[src/rtl/multicycle_ctrl.sv]
// multicycle_ctrl: multi-cycle RISC control FSM with handshaked instruction/data buses,
// a per-phase bus-wait timeout and a sticky error state.
`default_nettype none

module multicycle_ctrl #(
  parameter int RD_DIN_SEL_WIDTH = 2,
  parameter int TIMEOUT_WIDTH    = 8,
  parameter int TIMEOUT_CYCLES   = 16
) (
  input  logic                        clk,
  input  logic                        rst,
  input  logic                        ibus_addr_ready,
  input  logic                        ibus_data_valid,
  input  logic                        dbus_addr_ready,
  input  logic                        dbus_data_valid,
  input  logic [5:0]                  inst_type,
  input  logic                        rd_valid,
  input  logic                        branch_taken,
  output logic                        ibus_addr_valid,
  output logic                        dbus_addr_valid,
  output logic                        dbus_write,
  output logic                        inst_fetch,
  output logic                        rs1_en,
  output logic                        rs2_en,
  output logic                        rd_en,
  output logic [RD_DIN_SEL_WIDTH-1:0] rd_din_sel,
  output logic                        pc_en,
  output logic                        pc_next_sel,
  output logic                        error,
  output logic [2:0]                  state
);

  typedef enum logic [2:0] {
    S_RESET      = 3'd0,
    S_FETCH      = 3'd1,
    S_FETCH_WAIT = 3'd2,
    S_DECODE     = 3'd3,
    S_EXEC       = 3'd4,
    S_MEM        = 3'd5,
    S_MEM_WAIT   = 3'd6,
    S_ERROR      = 3'd7
  } state_t;

  localparam logic [TIMEOUT_WIDTH-1:0] C_LAST       = TIMEOUT_WIDTH'(TIMEOUT_CYCLES - 1);
  localparam bit                       C_TIMEOUT_EN = (TIMEOUT_CYCLES != 0);

  if (((TIMEOUT_CYCLES >> TIMEOUT_WIDTH) != 0) || (TIMEOUT_CYCLES < 0)) begin : g_bad_timeout
    $error("TIMEOUT_CYCLES must be below 2**TIMEOUT_WIDTH");
  end
  if (RD_DIN_SEL_WIDTH < 2) begin : g_bad_sel_width
    $error("RD_DIN_SEL_WIDTH must be at least 2");
  end

  state_t                   state_q;
  state_t                   state_d;
  logic [TIMEOUT_WIDTH-1:0] cnt_q;
  logic                     waiting;
  logic                     hs;
  logic                     timeout;
  logic                     legal;

  assign legal = $onehot(inst_type);
  assign state = state_q;

  // The completing handshake of whichever bus phase we are parked in.
  always_comb begin
    waiting = 1'b0;
    hs      = 1'b0;
    case (state_q)
      S_FETCH:      begin waiting = 1'b1; hs = ibus_addr_ready; end
      S_FETCH_WAIT: begin waiting = 1'b1; hs = ibus_data_valid; end
      S_MEM:        begin waiting = 1'b1; hs = dbus_addr_ready; end
      S_MEM_WAIT:   begin waiting = 1'b1; hs = dbus_data_valid; end
      default:      begin waiting = 1'b0; hs = 1'b0; end
    endcase
  end

  assign timeout = C_TIMEOUT_EN && waiting && !hs && (cnt_q == C_LAST);

  always_comb begin
    state_d         = state_q;
    ibus_addr_valid = 1'b0;
    dbus_addr_valid = 1'b0;
    dbus_write      = 1'b0;
    inst_fetch      = 1'b0;
    rs1_en          = 1'b0;
    rs2_en          = 1'b0;
    rd_en           = 1'b0;
    rd_din_sel      = '0;
    pc_en           = 1'b0;
    pc_next_sel     = 1'b0;
    error           = 1'b0;
    case (state_q)
      S_RESET: state_d = S_FETCH;
      S_FETCH: begin
        ibus_addr_valid = 1'b1;
        if (ibus_addr_ready) state_d = S_FETCH_WAIT;
        else if (timeout)    state_d = S_ERROR;
      end
      S_FETCH_WAIT: begin
        inst_fetch = ibus_data_valid;
        if (ibus_data_valid) state_d = S_DECODE;
        else if (timeout)    state_d = S_ERROR;
      end
      S_DECODE: begin
        if (legal) begin
          rs1_en  = 1'b1;
          rs2_en  = inst_type[2] | inst_type[4] | inst_type[5];
          state_d = S_EXEC;
        end else begin
          state_d = S_ERROR;
        end
      end
      S_EXEC: begin
        if (!legal) begin
          state_d = S_ERROR;
        end else if (inst_type[0] | inst_type[1] | inst_type[2]) begin
          rd_en      = rd_valid;
          rd_din_sel = inst_type[0] ? RD_DIN_SEL_WIDTH'(0) : RD_DIN_SEL_WIDTH'(1);
          pc_en      = 1'b1;
          state_d    = S_FETCH;
        end else if (inst_type[5]) begin
          pc_en       = 1'b1;
          pc_next_sel = branch_taken;
          state_d     = S_FETCH;
        end else begin
          state_d = S_MEM;
        end
      end
      S_MEM: begin
        dbus_addr_valid = 1'b1;
        dbus_write      = inst_type[4];
        if (dbus_addr_ready) state_d = S_MEM_WAIT;
        else if (timeout)    state_d = S_ERROR;
      end
      S_MEM_WAIT: begin
        if (dbus_data_valid) begin
          if (inst_type[3]) begin
            rd_en      = rd_valid;
            rd_din_sel = RD_DIN_SEL_WIDTH'(2);
          end
          pc_en   = 1'b1;
          state_d = S_FETCH;
        end else if (timeout) begin
          state_d = S_ERROR;
        end
      end
      S_ERROR: error = 1'b1;
      default: state_d = S_ERROR;
    endcase
  end

  always_ff @(posedge clk or posedge rst) begin
    if (rst) begin
      state_q <= S_RESET;
      cnt_q   <= '0;
    end else begin
      state_q <= state_d;
      if (state_d != state_q)  cnt_q <= '0;
      else if (waiting && !hs) cnt_q <= cnt_q + TIMEOUT_WIDTH'(1);
    end
  end

endmodule

`default_nettype wire

[config.mk]
export PLATFORM = sky130hd
export DESIGN_NAME = multicycle_ctrl
export DESIGN_NICKNAME = d
export VERILOG_FILES = /design/src/rtl/multicycle_ctrl.sv
export SDC_FILE = /design/constraint.sdc
export NUM_CORES = 1
export LEC_CHECK = 0
export CORE_ASPECT_RATIO = 1.75
export CORE_MARGIN = 2
export CORE_UTILIZATION = 50
export CTS_CLUSTER_SIZE = 12
export DETAILED_ROUTE_END_ITERATION = 7
export PLACE_DENSITY = 0.81
export SLEW_MARGIN = 20
export SYNTH_ARGS = -nofsm -noshare
export SYNTH_HDL_FRONTEND = slang
export SYNTH_SLANG_ARGS = --single-unit
[constraint.sdc]
create_clock -name clk -period 8.05 [get_ports clk]
set_input_delay 1.61 -clock clk [delete_from_list [all_inputs] [get_ports clk]]
set_output_delay 1.61 -clock clk [all_outputs]
set_load 0.1 [all_outputs]
==> results of run 1 <==
## state kept, by name, summed over array words and instances, names as in the netlist
name / cells
cnt_q: 8
state: 3
## cell usage in the layout, fill, tap and decap left out, drive strengths merged, types with 3 or more instances in the layout
cell / netlist / final
a21oi: 3 / 3
o31a: 3 / 3
dfrtp: 11 / 11
ha: 7 / 7
o211ai: 3 / 3
clkbuf: 1 / 4
fa: 3 / 3
nor3: 7 / 7
nand4: 3 / 3
clkdlybuf4s50: 0 / 22
xnor2: 5 / 5
mux2i: 4 / 4
nor4b: 5 / 5
nand3: 4 / 4
o21ai: 8 / 8
inv: 16 / 16
buf: 6 / 6
nor2: 10 / 10
nand2: 5 / 5
## power groups by stage
stage | Clock, mW | Sequential, mW | Combinational (mW)
3_5_place_dp | 0 | 0.0942 | 0.501
4_1_cts | 0.0570 | 0.0933 | 0.505
5_1_grt | 0.0574 | 0.0958 | 0.542
6_report | 0.0570 | 0.0932 | 0.504
3_3_place_gp | 0 | 0.0934 | 0.492
2_1_floorplan | 0 | 0.136 | 0.367
## worst reg2reg max path, cell delays in order, from the launching register on
cell	delay, ns
sky130_fd_sc_hd__dfrtp_1	0.42
sky130_fd_sc_hd__inv_1	0.16
sky130_fd_sc_hd__ha_1	0.34
sky130_fd_sc_hd__clkinv_1	0.32
sky130_fd_sc_hd__o221ai_2	0.56
sky130_fd_sc_hd__or3_4	0.28
sky130_fd_sc_hd__o211ai_4	0.14
sky130_fd_sc_hd__nor4b_1	0.32
## final cells by class
| class | count | share of cell area, % |
|---|---|---|
| Clock buffer | 4 | 3.02 |
| Inverter | 17 | 4.28 |
| Multi-Input combinational cell | 101 | 54.3 |
| Sequential cell | 11 | 18.5 |
| Tap cell | 25 | 2.10 |
| Timing Repair Buffer | 28 | 17.8 |
## metrics by stage
stage / hold slack, ns / worst slack [ns] / instance area, µm² / utilization, % / std cells
2_1_floorplan: 0.554 / 0.448 / 1200 / - / 136
3_3_place_gp: 0.579 / 1.56 / 1450 / 63.6 / 182
3_5_place_dp: 0.585 / 1.41 / 1450 / 63.6 / 182
4_1_cts: 0.604 / 1.40 / 1490 / 65.5 / 186
5_1_grt: 0.632 / 1.23 / 1490 / 65.5 / 186
6_report: 0.600 / 1.41 / 1490 / 65.5 / 186
## path summary, 6_finish.rpt
check / endpoint / slack, ns / start / cells past startpoint
min in group asynchronous: state[1] / 1.65 / rst / 2
min reg2reg: cnt_q[2] / 0.60 / cnt_q[2] / 2
max: rd_en / 1.41 / inst_type[0] / 11
min: cnt_q[2] / 0.60 / cnt_q[2] / 2
max in group asynchronous: state[2] / 6.11 / rst / 2
max reg2reg: cnt_q[2] / 5.39 / state[1] / 7
## kinds of logic (layout without fill, tap and decap cells)
kind of cell / after synthesis / in the layout / synth area share, %
XOR/XNOR: 5 / 5 / 3.66
multiplexers: 6 / 6 / 6.27
adder cells (fa/ha/maj): 10 / 10 / 12.3
AO/OA/AOI/OAI: 33 / 33 / 21.2
flip-flops: 11 / 11 / 23.0
buffers and inverters: 24 / 49 / 9.40
AND/OR/NAND/NOR: 47 / 47 / 24.1
## layer usage
layer / routed length [µm] / share of wire (%)
met2: 1750 / 57
met1: 1050 / 34
met4: 144 / 4.7
met5: 0 / 0
met3: 151 / 4.9
==> insert_results.sql, run 1 <==
INSERT INTO impl_metrics (metric_group, metric, value, unit) VALUES
('run_status', 'run_status', 'complete, no violations', ''),
('timing', 'clock_skew', '0.00134', 'ns'),
('run', 'maxCapViolations', '0', ''),
('detailed_routing', 'remaining_drc_errors', '0', ''),
('yosys', 'synth_cells', '136', ''),
('floorplanning', 'floorplan.die_area', '2820', 'µm²'),
('grt', 'grtUsageTotal', '25.4', '%'),
('grt', 'antenna_found_initial', '0', ''),
('detailed_routing', 'finalWirelength', '3.09', 'mm'),
('floorplanning', 'start_util', '52.7', '%'),
('timing', 'final.setup.tns', '0', 'ns'),
('cells_and_area', 'filler_cell_count', '198', ''),
('power', 'power.ir.vdd_worst', '0.284', 'mV'),
('critical_path', 'data_required_critical_path', '6.44', 'ns'),
('floorplanning', 'core_region_area', '2270', 'µm²'),
('critical_path', 'cp_cell_sequence', 'clkdlybuf4s50_1, inv_1, fa_1, fa_1, inv_1, ha_1, fa_1, nor3b_2, nand4_1, a211oi_1, buf_4', ''),
('floorplanning', 'number_of_cell_rows', '23', ''),
('clock_network', 'post_cts_resized', '0', ''),
('yosys', 'synthArstFlopShare', '100', '%'),
('detailed_routing', 'wl_per_cell', '16.6', 'µm'),
('timing', 'slew_violations', '0', ''),
('cells_and_area', 'antenna-diode-count', '0', ''),
('power', 'totalPowerFinal', '0.654', 'mW'),
('grt', 'globalRouteMet1Util', '21.4', '%'),
('grt', 'grt_pass1_vias', '1101', ''),
('timing', 'post-route-period-util', '82.5', '%'),
('floorplanning', 'ioPinCount', '29', ''),
('cells_and_area', 'multi_input_comb_area', '810', 'µm²'),
('power', 'pwr-share-clk', '8.7', '%'),
('yosys', 'netlist.area_leader.share', '23.0', '%'),
('placement', 'numPortBuffers', '28', ''),
('grt', 'met3_usage', '2.56', '%'),
('yosys', 'ys_top_cells_by_area', 'sky130_fd_sc_hd__dfrtp_1 23%, sky130_fd_sc_hd__ha_1 7.3%, sky130_fd_sc_hd__fa_1 5.0%, sky130_fd_sc_hd__inv_1 5.0%, sky130_fd_sc_hd__xnor2_1 3.7%', ''),
('critical_path', 'critical_path.most_common_cell', 'sky130_fd_sc_hd__fa_1', ''),
('grt', 'met2_usage', '48.8', '%'),
('cells_and_area', 'final_nets', '186', ''),
('clock_network', 'cts_tree', 'built', ''),
('floorplanning', 'die_width', '41.0', 'µm'),
('power', 'p_per_area', '439', 'nW/µm²'),
('power', 'p_int', '0.266', 'mW'),
('timing', 'finalHoldViolations', '0', ''),
('critical_path', 'critPathMaxStageDelay', '0.50', 'ns'),
('critical_path', 'timing.critical_path.max_delay_family', 'adder cells', ''),
('critical_path', 'slowest_stage', 'sky130_fd_sc_hd__fa_1', ''),
('yosys', 'combined_area_of_all_synthesized_cells', '1200', 'µm²'),
('placement', 'half_perimeter_wire_length_of_the_detailed_placement_result', '2.45', 'mm'),
('clock_network', 'clock_sink_count', '11', ''),
('clock_network', 'clk-insertion-delay-late', '0.25', 'ns'),
('yosys', 'synth_top_flop_cell', 'sky130_fd_sc_hd__dfrtp_1', ''),
('detailed_routing', 'detailedRoute.firstPassIterationCount', '4', ''),
('clock_network', 'cts_setup_buffers', '0', ''),
('cells_and_area', 'final-seq-area', '275', 'µm²'),
('critical_path', 'path_max_fanout', '5', ''),
('cells_and_area', 'post_route_cells_drive_above_1_share', '13.0', '%'),
('power', 'combPwrFrac', '77.0', '%'),
('clock_network', 'clk_transition_reported_paths', '0.05', 'ns'),
('cells_and_area', 'syn_to_final_growth', '24.5', '%'),
('yosys', 'synth_edf_count', '0', ''),
('yosys', 'syn_area_per_cell', '8.80', 'µm²'),
('yosys', 'synth_top_cells_by_count', '16 x sky130_fd_sc_hd__inv_1, 11 x sky130_fd_sc_hd__dfrtp_1, 10 x sky130_fd_sc_hd__nor2_1', ''),
('yosys', 'synth_area_leader_cell', 'sky130_fd_sc_hd__dfrtp_1', ''),
('clock_network', 'clk_path_buf_depth', '2', ''),
('clock_network', 'clock-root-buffer', 'sky130_fd_sc_hd__clkbuf_8', ''),
('grt', 'layer_with_the_highest_usage_after_global_routing', 'met2', ''),
('power', 'netSwitchingPower', '0.388', 'mW'),
('clock_network', 'tritoncts.num_buffers', '3', ''),
('critical_path', 'end_kind', 'primary output', ''),
('yosys', 'synth_most_common_cell', 'sky130_fd_sc_hd__inv_1', ''),
('yosys', 'synth_seq_cells', '11', ''),
('yosys', 'mappedNetlistNets', '160', ''),
('worst_hold_path', 'worst_hold_path_type', 'flip-flop to flip-flop', '');
Power figures use the tool's default switching activity.
==> run 2, diff against run 1 <==
CORE_UTILIZATION = 49   (was 50)
PLACE_DENSITY = 0.79   (was 0.81)
clock period = 6.2 ns   (was 8.05 ns; I/O delays follow)
==> insert_results.sql, run 2 (synthesis results as in run 1) <==
INSERT INTO impl_metrics (metric_group, metric, value, unit) VALUES
('clock_network', 'cts_setup_buffers', '0', ''),
('clock_network', 'tritoncts.num_buffers', '3', ''),
('detailed_routing', 'remaining_drc_errors', '0', ''),
('cells_and_area', 'final_common_cell', 'sky130_fd_sc_hd__clkdlybuf4s50_1', ''),
('timing', 'setup_viol', '0', ''),
('timing', 'rsz_0062_raised_after_global_routing', 'no', ''),
('detailed_routing', 'wl_per_cell', '16.7', 'µm'),
('cells_and_area', 'postLayoutCoreUtil', '68.6', '%'),
('grt', 'grtUsageTotal', '25.2', '%'),
('detailed_routing', 'detailroute.via_count', '1128', ''),
('timing', 'finalCriticalPeriod', '5.89', 'ns'),
('placement', 'placed_cells_incl_taps', '182', ''),
('clock_network', 'post_cts_resized', '0', ''),
('run_status', 'run_status', 'complete, no violations', ''),
('timing', 'post-route-period-util', '95.0', '%'),
('clock_network', 'clk_transition_reported_paths', '0.04', 'ns'),
('placement', 'place_congestion', '0.854', ''),
('detailed_routing', 'detailedRoute.firstPassIterationCount', '4', ''),
('detailed_routing', 'detailedRoute.firstIterationViolations', '14', ''),
('clock_network', 'clk_path_buf_depth', '2', ''),
('critical_path', 'crit_path_buffers_inverters', '4', ''),
('critical_path', 'worstPathArrival', '4.65', 'ns'),
('clock_network', 'clock-root-buffer', 'sky130_fd_sc_hd__clkbuf_8', ''),
('clock_network', 'clock_sink_count', '11', ''),
('worst_hold_path', 'worst_hold_path_type', 'flip-flop to flip-flop', ''),
('cells_and_area', 'layoutNonFillerInstCount', '186', ''),
('critical_path', 'timing.setup.critical_path_class', 'input port to primary output', ''),
('floorplanning', 'die_width', '41.4', 'µm'),
('timing', 'clock_skew', '0.00372', 'ns'),
('timing', 'timing.hold.ws', '0.610', 'ns'),
('timing', 'final.setup.tns', '0', 'ns'),
('floorplanning', 'core_region_area', '2300', 'µm²'),
('grt', 'grt_max_degree', '18', ''),
('floorplanning', 'floorplan.die_area', '2870', 'µm²'),
('worst_hold_path', 'hold_path_startpoint', 'cnt_q[2]', ''),
('clock_network', 'clk-insertion-delay-late', '0.24', 'ns'),
('clock_network', 'cts_max_level', '1', ''),
('cells_and_area', 'syn_to_final_growth', '31.9', '%'),
('grt', 'grt_overflow_total', '0', ''),
('detailed_routing', 'drt.antenna.violating_nets', '0', ''),
('floorplanning', 'ioPinCount', '29', ''),
('timing', 'slew-limit-headroom', '33.5', '%'),
('cells_and_area', 'final_nets', '186', ''),
('cells_and_area', 'largest_register_ffs', '8', ''),
('grt', 'antenna_found_initial', '0', ''),
('critical_path', 'path_max_fanout', '5', ''),
('placement', 'numPortBuffers', '28', ''),
('cells_and_area', 'layout_common_cells', '22 x sky130_fd_sc_hd__clkdlybuf4s50_1, 16 x sky130_fd_sc_hd__inv_1, 11 x sky130_fd_sc_hd__dfrtp_1', ''),
('critical_path', 'data_required_critical_path', '4.96', 'ns'),
('critical_path', 'critPathMaxStageDelay', '0.50', 'ns'),
('grt', 'grt_pass1_vias', '1174', ''),
('timing', 'finalHoldViolations', '0', ''),
('placement', 'half_perimeter_wire_length_of_the_detailed_placement_result', '2.58', 'mm'),
('critical_path', 'crit_start', 'inst_type[0]', ''),
('critical_path', 'cp-start-kind', 'input port', ''),
('timing', 'slew_violations', '0', ''),
('cells_and_area', 'top_register', 'cnt_q', ''),
('critical_path', 'slowest_stage', 'sky130_fd_sc_hd__fa_1', ''),
('power', 'total_leakage_power', '0.641', 'nW'),
('critical_path', 'timing.critical_path.max_delay_family', 'adder cells', ''),
('cells_and_area', 'post_route_cells_drive_above_1_share', '15.5', '%'),
('critical_path', 'cp_cell_sequence', 'clkdlybuf4s50_1, inv_1, fa_1, fa_1, inv_1, ha_1, fa_1, nor3b_2, nand4_1, a211oi_2, buf_12', ''),
('timing', 'highest_clock_rate', '0.170', 'GHz'),
('run', 'maxCapViolations', '0', ''),
('clock_network', 'cts-hold-fix-buffers', '0', ''),
('critical_path', 'r2r_start', 'state[1]', ''),
('clock_network', 'cts_tree', 'built', ''),
('critical_path', 'critical_path.most_common_cell', 'sky130_fd_sc_hd__fa_1', ''),
('critical_path', 'end_kind', 'primary output', ''),
('floorplanning', 'number_of_cell_rows', '23', ''),
('grt', 'first_pass_grt_wire_length', '4.98', 'mm'),
('power', 'totalPowerFinal', '0.859', 'mW'),
('detailed_routing', 'finalWirelength', '3.11', 'mm'),
('timing', 'tightestPinTransition', '0.995', 'ns'),
('detailed_routing', 'vias_per_cell', '6.06', ''),
('floorplanning', 'die_height', '69.4', 'µm'),
('cells_and_area', 'antenna-diode-count', '0', ''),
('floorplanning', 'start_util', '52.0', '%'),
('power', 'power.ir.vdd_worst', '0.340', 'mV'),
('power', 'p_per_area', '544', 'nW/µm²');
[run 2: cell counts in the layout (fill, tap and decap cells not counted)]
Identical to the previous run, type by type.
[run 2: per-layer routing]
layer	routed length, µm	global-route usage [%]
met1	1020	22.0
met2	1820	45.3
met3	115	2.88
met4	161	17.9
met5	0	0
[run 2: final timing paths]
check	to	slack, ns	depth (start not counted)
min reg2reg	cnt_q[2]	0.61	2
max	rd_en	0.31	11
max reg2reg	cnt_q[2]	3.51	7
max in group asynchronous	cnt_q[3]	4.60	2
min	cnt_q[2]	0.61	2
min in group asynchronous	cnt_q[7]	1.30	2
[run 2: worst register-to-register path, cell delays in order (launching register included)]
cell                       delay (ns)
sky130_fd_sc_hd__dfrtp_1         0.42
sky130_fd_sc_hd__inv_1           0.18
sky130_fd_sc_hd__ha_1            0.34
sky130_fd_sc_hd__clkinv_1        0.32
sky130_fd_sc_hd__o221ai_2        0.55
sky130_fd_sc_hd__or3_4           0.28
sky130_fd_sc_hd__o211ai_4        0.14
sky130_fd_sc_hd__nor4b_1         0.34
[run 2: layout make-up]
| type | count | area (µm²) |
|---|---|---|
| Timing Repair Buffer | 28 | 340 |
| Sequential cell | 11 | 275 |
| Clock buffer | 4 | 45.0 |
| Tap cell | 25 | 31.3 |
| Fill cell | 198 | 723 |
| Multi-Input combinational cell | 101 | 823 |
| Inverter | 17 | 63.8 |
[run 2: where the power goes]
group | total, mW | switching (mW) | internal [mW] | leakage, nW
combinational | 0.664 | 0.444 | 0.220 | 0.474
clock | 0.0722 | 0.0271 | 0.0451 | 0.0228
sequential | 0.122 | 0.0328 | 0.0896 | 0.145
total | 0.859 | 0.504 | 0.355 | 0.641
[run 2: per-stage QoR]
| stage | area (µm²) | setup WS (ns) |
|---|---|---|
| floorplan | 1210 | 0.141 |
| global placement | 1530 | 0.425 |
| detailed placement | 1530 | 0.335 |
| CTS | 1580 | 0.325 |
| global route | 1580 | 0.191 |
| finish | 1580 | 0.310 |
